`config.mk`:
```
export PLATFORM = sky130hd
export DESIGN_NAME = urv_dm_wb_bridge_flat
export DESIGN_NICKNAME = d
export VERILOG_FILES = /design/src/rtl/urv_dm_wb_bridge_pkg.sv /design/src/rtl/urv_dm_wb_bridge_if.sv /design/src/rtl/urv_dm_wb_timeout.sv /design/src/rtl/urv_dm_wb_bridge.sv /design/src/flat_wrapper.sv
export SDC_FILE = /design/constraint.sdc
export NUM_CORES = 1
export LEC_CHECK = 0
export CORE_MARGIN = 4
export CORE_UTILIZATION = 44
export CTS_CLUSTER_DIAMETER = 100
export DETAILED_ROUTE_END_ITERATION = 10
export GPL_ROUTABILITY_DRIVEN = 0
export HOLD_SLACK_MARGIN = 0.03
export PLACE_DENSITY_LB_ADDON = 0.05
export SYNTH_ARGS = -nofsm -noshare
export SYNTH_HDL_FRONTEND = slang
export SYNTH_SLANG_ARGS = --single-unit
```
`constraint.sdc`:
```
create_clock -name clk_i -period 3.1 [get_ports clk_i]
set_input_delay 0.62 -clock clk_i [delete_from_list [all_inputs] [get_ports clk_i]]
set_output_delay 0.62 -clock clk_i [all_outputs]
set_load 0.01 [all_outputs]
```
`src/rtl/urv_dm_wb_bridge_pkg.sv`:
```
// Shared types and constants for the uRV data-memory to Wishbone bridge:
// FSM state encodings, the load value returned on a bus error, and the latched request.
package urv_dm_wb_bridge_pkg;

   localparam int unsigned ADDR_W = 32;
   localparam int unsigned DATA_W = 32;
   localparam int unsigned SEL_W  = 4;

   typedef enum logic [1:0] {
      ST_IDLE = 2'd0,
      ST_BUS  = 2'd1,
      ST_DONE = 2'd2
   } state_t;

   localparam logic [DATA_W-1:0] ERR_LOAD_DATA = 32'h0000_0000;

   typedef struct packed {
      logic [ADDR_W-1:0] adr;
      logic [DATA_W-1:0] dat;
      logic [SEL_W-1:0]  sel;
      logic              we;
   } req_t;

endpackage

```
`src/rtl/urv_dm_wb_bridge_if.sv`:
```
// Wishbone classic bus bundle between the bridge (master) and a slave.
interface urv_dm_wb_bridge_if;
   import urv_dm_wb_bridge_pkg::*;

   logic [ADDR_W-1:0] adr;
   logic [DATA_W-1:0] dat_w;
   logic [DATA_W-1:0] dat_r;
   logic [SEL_W-1:0]  sel;
   logic              we;
   logic              cyc;
   logic              stb;
   logic              ack;
   logic              err;

   modport master (output adr, dat_w, sel, we, cyc, stb,
                   input  dat_r, ack, err);
   modport slave  (input  adr, dat_w, sel, we, cyc, stb,
                   output dat_r, ack, err);
endinterface

```
`src/rtl/urv_dm_wb_timeout.sv`:
```
// Bus-cycle watchdog for the bridge; only instantiated when URV_DM_WB_TIMEOUT_EN is defined.
module urv_dm_wb_timeout #(
   parameter int unsigned g_timeout_cycles = 255
) (
   input  logic clk_i,
   input  logic rst_i,
   input  logic start,
   input  logic busy,
   output logic expired_c
);
   localparam int unsigned CNT_W = $clog2(g_timeout_cycles + 1);

   logic [CNT_W-1:0] cnt;

   always_ff @(posedge clk_i) begin
      if (rst_i || start)
         cnt <= '0;
      else if (busy)
         cnt <= cnt + CNT_W'(1);
   end

   // Fires during the g_timeout_cycles-th BUS cycle so the bus drops right after it.
   assign expired_c = busy && (cnt == CNT_W'(g_timeout_cycles - 1));

endmodule

```
`src/rtl/urv_dm_wb_bridge.sv`:
```
// uRV data-memory port to Wishbone classic master bridge (IDLE -> BUS -> DONE).
// Optional bus watchdog enabled by defining URV_DM_WB_TIMEOUT_EN.
module urv_dm_wb_bridge
   import urv_dm_wb_bridge_pkg::*;
#(
   parameter int unsigned g_timeout_cycles = 255
) (
   input  logic                clk_i,
   input  logic                rst_i,
   input  logic [ADDR_W-1:0]   dm_addr_i,
   input  logic [DATA_W-1:0]   dm_data_s_i,
   input  logic [SEL_W-1:0]    dm_data_select_i,
   input  logic                dm_store_i,
   input  logic                dm_load_i,
   output logic                dm_ready_o,
   output logic [DATA_W-1:0]   dm_data_l_o,
   output logic                dm_load_done_o,
   output logic                dm_store_done_o,
   output logic                bus_err_o,
   urv_dm_wb_bridge_if.master  wb
);

   if (g_timeout_cycles == 0) begin : g_param_check
      $error("urv_dm_wb_bridge: g_timeout_cycles must be non-zero");
   end

   state_t state;
   req_t   req;
   logic   bus_active;
   logic   accept_c;
   logic   in_bus_c;
   logic   timeout_c;
   logic   err_c;

   assign accept_c = (state == ST_IDLE) && (dm_load_i || dm_store_i);
   assign in_bus_c = (state == ST_BUS);
   assign err_c    = wb.err || timeout_c;

`ifdef URV_DM_WB_TIMEOUT_EN
   urv_dm_wb_timeout #(
      .g_timeout_cycles (g_timeout_cycles)
   ) u_timeout (
      .clk_i     (clk_i),
      .rst_i     (rst_i),
      .start     (accept_c),
      .busy      (in_bus_c),
      .expired_c (timeout_c)
   );
`else
   assign timeout_c = 1'b0;
`endif

   assign wb.adr   = req.adr;
   assign wb.dat_w = req.dat;
   assign wb.sel   = req.sel;
   assign wb.we    = req.we;
   assign wb.cyc   = bus_active;
   assign wb.stb   = bus_active;

   always_ff @(posedge clk_i) begin
      if (rst_i) begin
         state           <= ST_IDLE;
         req             <= '0;
         bus_active      <= 1'b0;
         dm_ready_o      <= 1'b1;
         dm_load_done_o  <= 1'b0;
         dm_store_done_o <= 1'b0;
         dm_data_l_o     <= '0;
         bus_err_o       <= 1'b0;
      end else begin
         dm_load_done_o  <= 1'b0;
         dm_store_done_o <= 1'b0;
         case (state)
            ST_IDLE: begin
               // Load has priority; a simultaneous store is dropped.
               if (accept_c) begin
                  req.adr    <= dm_addr_i;
                  req.dat    <= dm_data_s_i;
                  req.sel    <= dm_data_select_i;
                  req.we     <= !dm_load_i;
                  bus_active <= 1'b1;
                  dm_ready_o <= 1'b0;
                  state      <= ST_BUS;
               end
            end
            ST_BUS: begin
               if (wb.ack || err_c) begin
                  bus_active <= 1'b0;
                  state      <= ST_DONE;
                  if (req.we) begin
                     dm_store_done_o <= 1'b1;
                  end else begin
                     dm_load_done_o <= 1'b1;
                     dm_data_l_o    <= err_c ? ERR_LOAD_DATA : wb.dat_r;
                  end
                  if (err_c)
                     bus_err_o <= 1'b1;
               end
            end
            ST_DONE: begin
               dm_ready_o <= 1'b1;
               state      <= ST_IDLE;
            end
            default: begin
               bus_active <= 1'b0;
               dm_ready_o <= 1'b1;
               state      <= ST_IDLE;
            end
         endcase
      end
   end

endmodule

```
`src/flat_wrapper.sv`:
```
// flat-port wrapper written by rule: the top's interface ports become plain ports
module urv_dm_wb_bridge_flat import urv_dm_wb_bridge_pkg::*;
#(
   parameter int unsigned g_timeout_cycles = 255
)
  (clk_i, rst_i, dm_addr_i, dm_data_s_i, dm_data_select_i, dm_store_i, dm_load_i, dm_ready_o, dm_data_l_o, dm_load_done_o, dm_store_done_o, bus_err_o, wb_adr, wb_dat_w, wb_sel, wb_we, wb_cyc, wb_stb, wb_dat_r, wb_ack, wb_err);
  urv_dm_wb_bridge_if wb_i ();
  input  logic clk_i;
  input  logic rst_i;
  input  logic [ADDR_W-1:0] dm_addr_i;
  input  logic [DATA_W-1:0] dm_data_s_i;
  input  logic [SEL_W-1:0] dm_data_select_i;
  input  logic dm_store_i;
  input  logic dm_load_i;
  output logic dm_ready_o;
  output logic [DATA_W-1:0] dm_data_l_o;
  output logic dm_load_done_o;
  output logic dm_store_done_o;
  output logic bus_err_o;
  output wire logic [$bits(wb_i.adr)-1:0] wb_adr;
  output wire logic [$bits(wb_i.dat_w)-1:0] wb_dat_w;
  output wire logic [$bits(wb_i.sel)-1:0] wb_sel;
  output wire logic [$bits(wb_i.we)-1:0] wb_we;
  output wire logic [$bits(wb_i.cyc)-1:0] wb_cyc;
  output wire logic [$bits(wb_i.stb)-1:0] wb_stb;
  input wire logic [$bits(wb_i.dat_r)-1:0] wb_dat_r;
  input wire logic [$bits(wb_i.ack)-1:0] wb_ack;
  input wire logic [$bits(wb_i.err)-1:0] wb_err;
  assign wb_adr = wb_i.adr;
  assign wb_dat_w = wb_i.dat_w;
  assign wb_sel = wb_i.sel;
  assign wb_we = wb_i.we;
  assign wb_cyc = wb_i.cyc;
  assign wb_stb = wb_i.stb;
  assign wb_i.dat_r = wb_dat_r;
  assign wb_i.ack = wb_ack;
  assign wb_i.err = wb_err;
  urv_dm_wb_bridge #(.g_timeout_cycles(g_timeout_cycles)) u_core (.clk_i(clk_i), .rst_i(rst_i), .dm_addr_i(dm_addr_i), .dm_data_s_i(dm_data_s_i), .dm_data_select_i(dm_data_select_i), .dm_store_i(dm_store_i), .dm_load_i(dm_load_i), .dm_ready_o(dm_ready_o), .dm_data_l_o(dm_data_l_o), .dm_load_done_o(dm_load_done_o), .dm_store_done_o(dm_store_done_o), .bus_err_o(bus_err_o), .wb(wb_i));
endmodule
```
==> flow_metrics.py <==
metrics = {
    "detailed_routing": {
        "drtAntennaViolNets": 0,
        "wl_mm": 12.1,
        "drc": 0,
        "via_per_inst": 5.27,
        "drt_iter0_drc": 185,
        "firstDrtPassIters": 4,
        "post_drt_wl_per_cell_microns": 15.7,
        "via_count": 4057,
    },
    "hold_path": {
        "holdCritStartpoint": "u_core.dm_data_l_o[26]",
        "min_path_cells": 2,
        "hold_end": "u_core.dm_data_l_o[26]",
        "holdCritPathClass": "reg -> reg",
    },
    "clock_network": {
        "cts-htree-levels": 3,
        "cts.path.max_buffers": 2,
        "cts_buffers": 9,
        "clockRootBuffer": "clkbuf_8",
        "clock-sinks": 108,
        "cts_tree": "yes",
        "cts_hold_buf": 0,
        "insertion_delay_ps": 380,
        "cts_setup_buffers": 0,
        "path_clk_slew_ps": 90,
        "ctsResizeCount": 0,
    },
    "timing": {
        "layout_min_cycle_time_ps": 2000,
        "setup_viol": 0,
        "fin_crit_sh_pct": 64.5,
        "setup_tns_ps": 0,
        "relSlewSlack_pct": 23.6,
        "tightest_slew_ps": 1150,
        "clock.fmax_ghz": 0.500,
        "skew_ps": 7.86,
        "drv_slew": 0,
        "rsz0062_at_grt": "false",
        "hold_viol_final": 0,
    },
    "synthesis": {
        "ys_seq_area_share_pct": 49.9,
        "synth_ff_type": "dfxtp_1",
        "synth_area_sq_mm": 0.00433,
        "ys_ff_latch": 108,
        "ys_top_cells_by_area": "dfxtp_1, or3b_1, a21oi_1",
        "async_reset_ff_share_pct": 0,
        "syn_inst": 461,
        "synth_cell_types": 28,
        "syn_nets": 567,
        "synth_edf_count": 0,
        "synth_top_area_share_pct": 49.9,
        "synth.avg_cell_area_sq_um": 9.39,
        "yosysTopAreaCell": "dfxtp_1",
        "yosys_warnings": 0,
    },
    "finish": {
        "layout.cells.non_filler": 770,
        "area_delta_synth_final_pct": 53.7,
        "final_common_cell": "clkdlybuf4s50_1",
        "fin_util_pct": 70.7,
        "finalNetCount": 742,
        "layout-drive-gt1-share_pct": 4.37,
        "final_cell_mix": "clkdlybuf4s50_1, dfxtp_1, a21oi_1",
        "antennaDiodeCount": 0,
    },
    "power": {
        "p_per_area_mw_per_mm2": 474,
        "p_leak_nw": 2.36,
        "peakVddDrop_uv": 381,
    },
    "setup_path": {
        "path_buf_inv": 1,
        "cp-end-kind": "primary output",
        "path_max_fanout": 5,
        "max_stage_delay_ps": 580,
        "cpMaxStageDelayCell": "clkdlybuf4s50_1",
        "start_kind": "flip-flop",
        "crit_arrival_ps": 1380,
        "path_class": "reg -> out",
        "reg2reg_depth": 3,
        "rrSetupSlack_ps": 1200,
        "crit_chain": "clkdlybuf4s50_1",
        "timing.rr.start": "u_core.state[1]",
        "reg2reg_to": "u_core.wb.dat_w[5]",
        "cp_top_family": "buffers and inverters",
        "required_ps": 2480,
    },
    "global_routing": {
        "grtUsageMet1_pct": 23.9,
        "first_global_vias": 3784,
        "grt.busiest_layer": "met2",
        "grt-ovfl-total": 0,
        "grt_max_degree": 140,
        "grt_use_total_pct": 20.4,
        "grt_util_met3_pct": 9.27,
        "grt_pass1_wl_mm": 18.7,
        "grt_use_met2_pct": 33.0,
        "antenna_found_initial": 0,
    },
    "run_status": {
        "status": "completed",
    },
    "die": {
        "fp.dieArea_sq_mm": 0.0115,
        "ios": 213,
        "core_sq_mm": 0.00942,
        "row_count": 35,
        "start_util_pct": 46.0,
        "die_w_microns": 107,
        "fp.dieH_microns": 107,
    },
    "placed_design": {
        "dp_hpwl_mm": 8.12,
        "port_buffers": 212,
        "placed_cells": 754,
    },
    "run": {
        "maxCapViolations": 0,
    },
}
## stage by stage
step	cell area (sq um)	total power, mW	setup WS, ps	hold WS, ps
after floorplan	4330	1.86	1500	494
after global placement	6420	2.19	823	455
after detailed placement	6420	2.21	800	458
after CTS	6650	3.19	1070	480
after global routing	6650	3.30	901	491
final	6650	3.16	1100	472
## registers in the layout, summed over array words and instances (netlist names)
register / count
u_core.bus_err_o: 1
u_core.dm_data_l_o: 32
u_core.dm_load_done_o: 1
u_core.dm_ready_o: 1
u_core.dm_store_done_o: 1
u_core.state: 2
u_core.wb.adr: 32
u_core.wb.cyc: 1
u_core.wb.dat_w: 32
u_core.wb.sel: 4
u_core.wb.we: 1
## logic make-up (layout without fill, tap and decap cells)
logic type	Yosys count	after routing	synth area share [%]
buffers and inverters	55	235	5.66
DFF	108	108	49.9
AOI/OAI and AO/OA	193	193	24.1
and+or+nand+nor	105	105	20.3
## metal layers
layer / up-vias / wire length, microns
met3: 17 / 1170
li1: 2030 / -
met2: 142 / 5860
met1: 1868 / 4840
met4: 0 / 178
met5: - / 0
## worst max path at each step
stage,slack (ps),depth (start not counted),from,to
after CTS,1070,1,u_core.wb.we,wb_we
after detailed placement,800,5,wb_ack,u_core.dm_data_l_o[8]
final,1100,1,u_core.wb.we,wb_we
after floorplan,1500,4,rst_i,u_core.wb.adr[0]
after global placement,820,5,wb_ack,u_core.dm_data_l_o[10]
after global routing,900,3,u_core.state[1],u_core.wb.adr[5]
## Yosys cell counts (2+ instances only)
cell type and instances:
o21ai_0 86, inv_1 2, or3b_1 69, nor3_1 2
dfxtp_1 108, nand4b_1 18, clkbuf_2 5, buf_2 5
a21oi_1 89, a22o_1 14, nor2_1 6, buf_6 3
clkbuf_1 39
## power by group
part / leakage, nW / internal [mW] / switching, mW
logic: 1.35 / 0.367 / 0.286
registers: 0.885 / 1.48 / 0.0444
clock network: 0.122 / 0.519 / 0.461
total: 2.36 / 2.36 / 0.792
## final cells by class
cell class,instances,area [sq um]
fill,732,2760
timing repair buffer,217,2160
clock buffer,12,165
multi-input combinational,298,1930
clock inverter,4,70.1
tap,129,161
sequential,108,2160
inverter,2,7.51
Note: power is estimated with default switching activity, not from simulation.
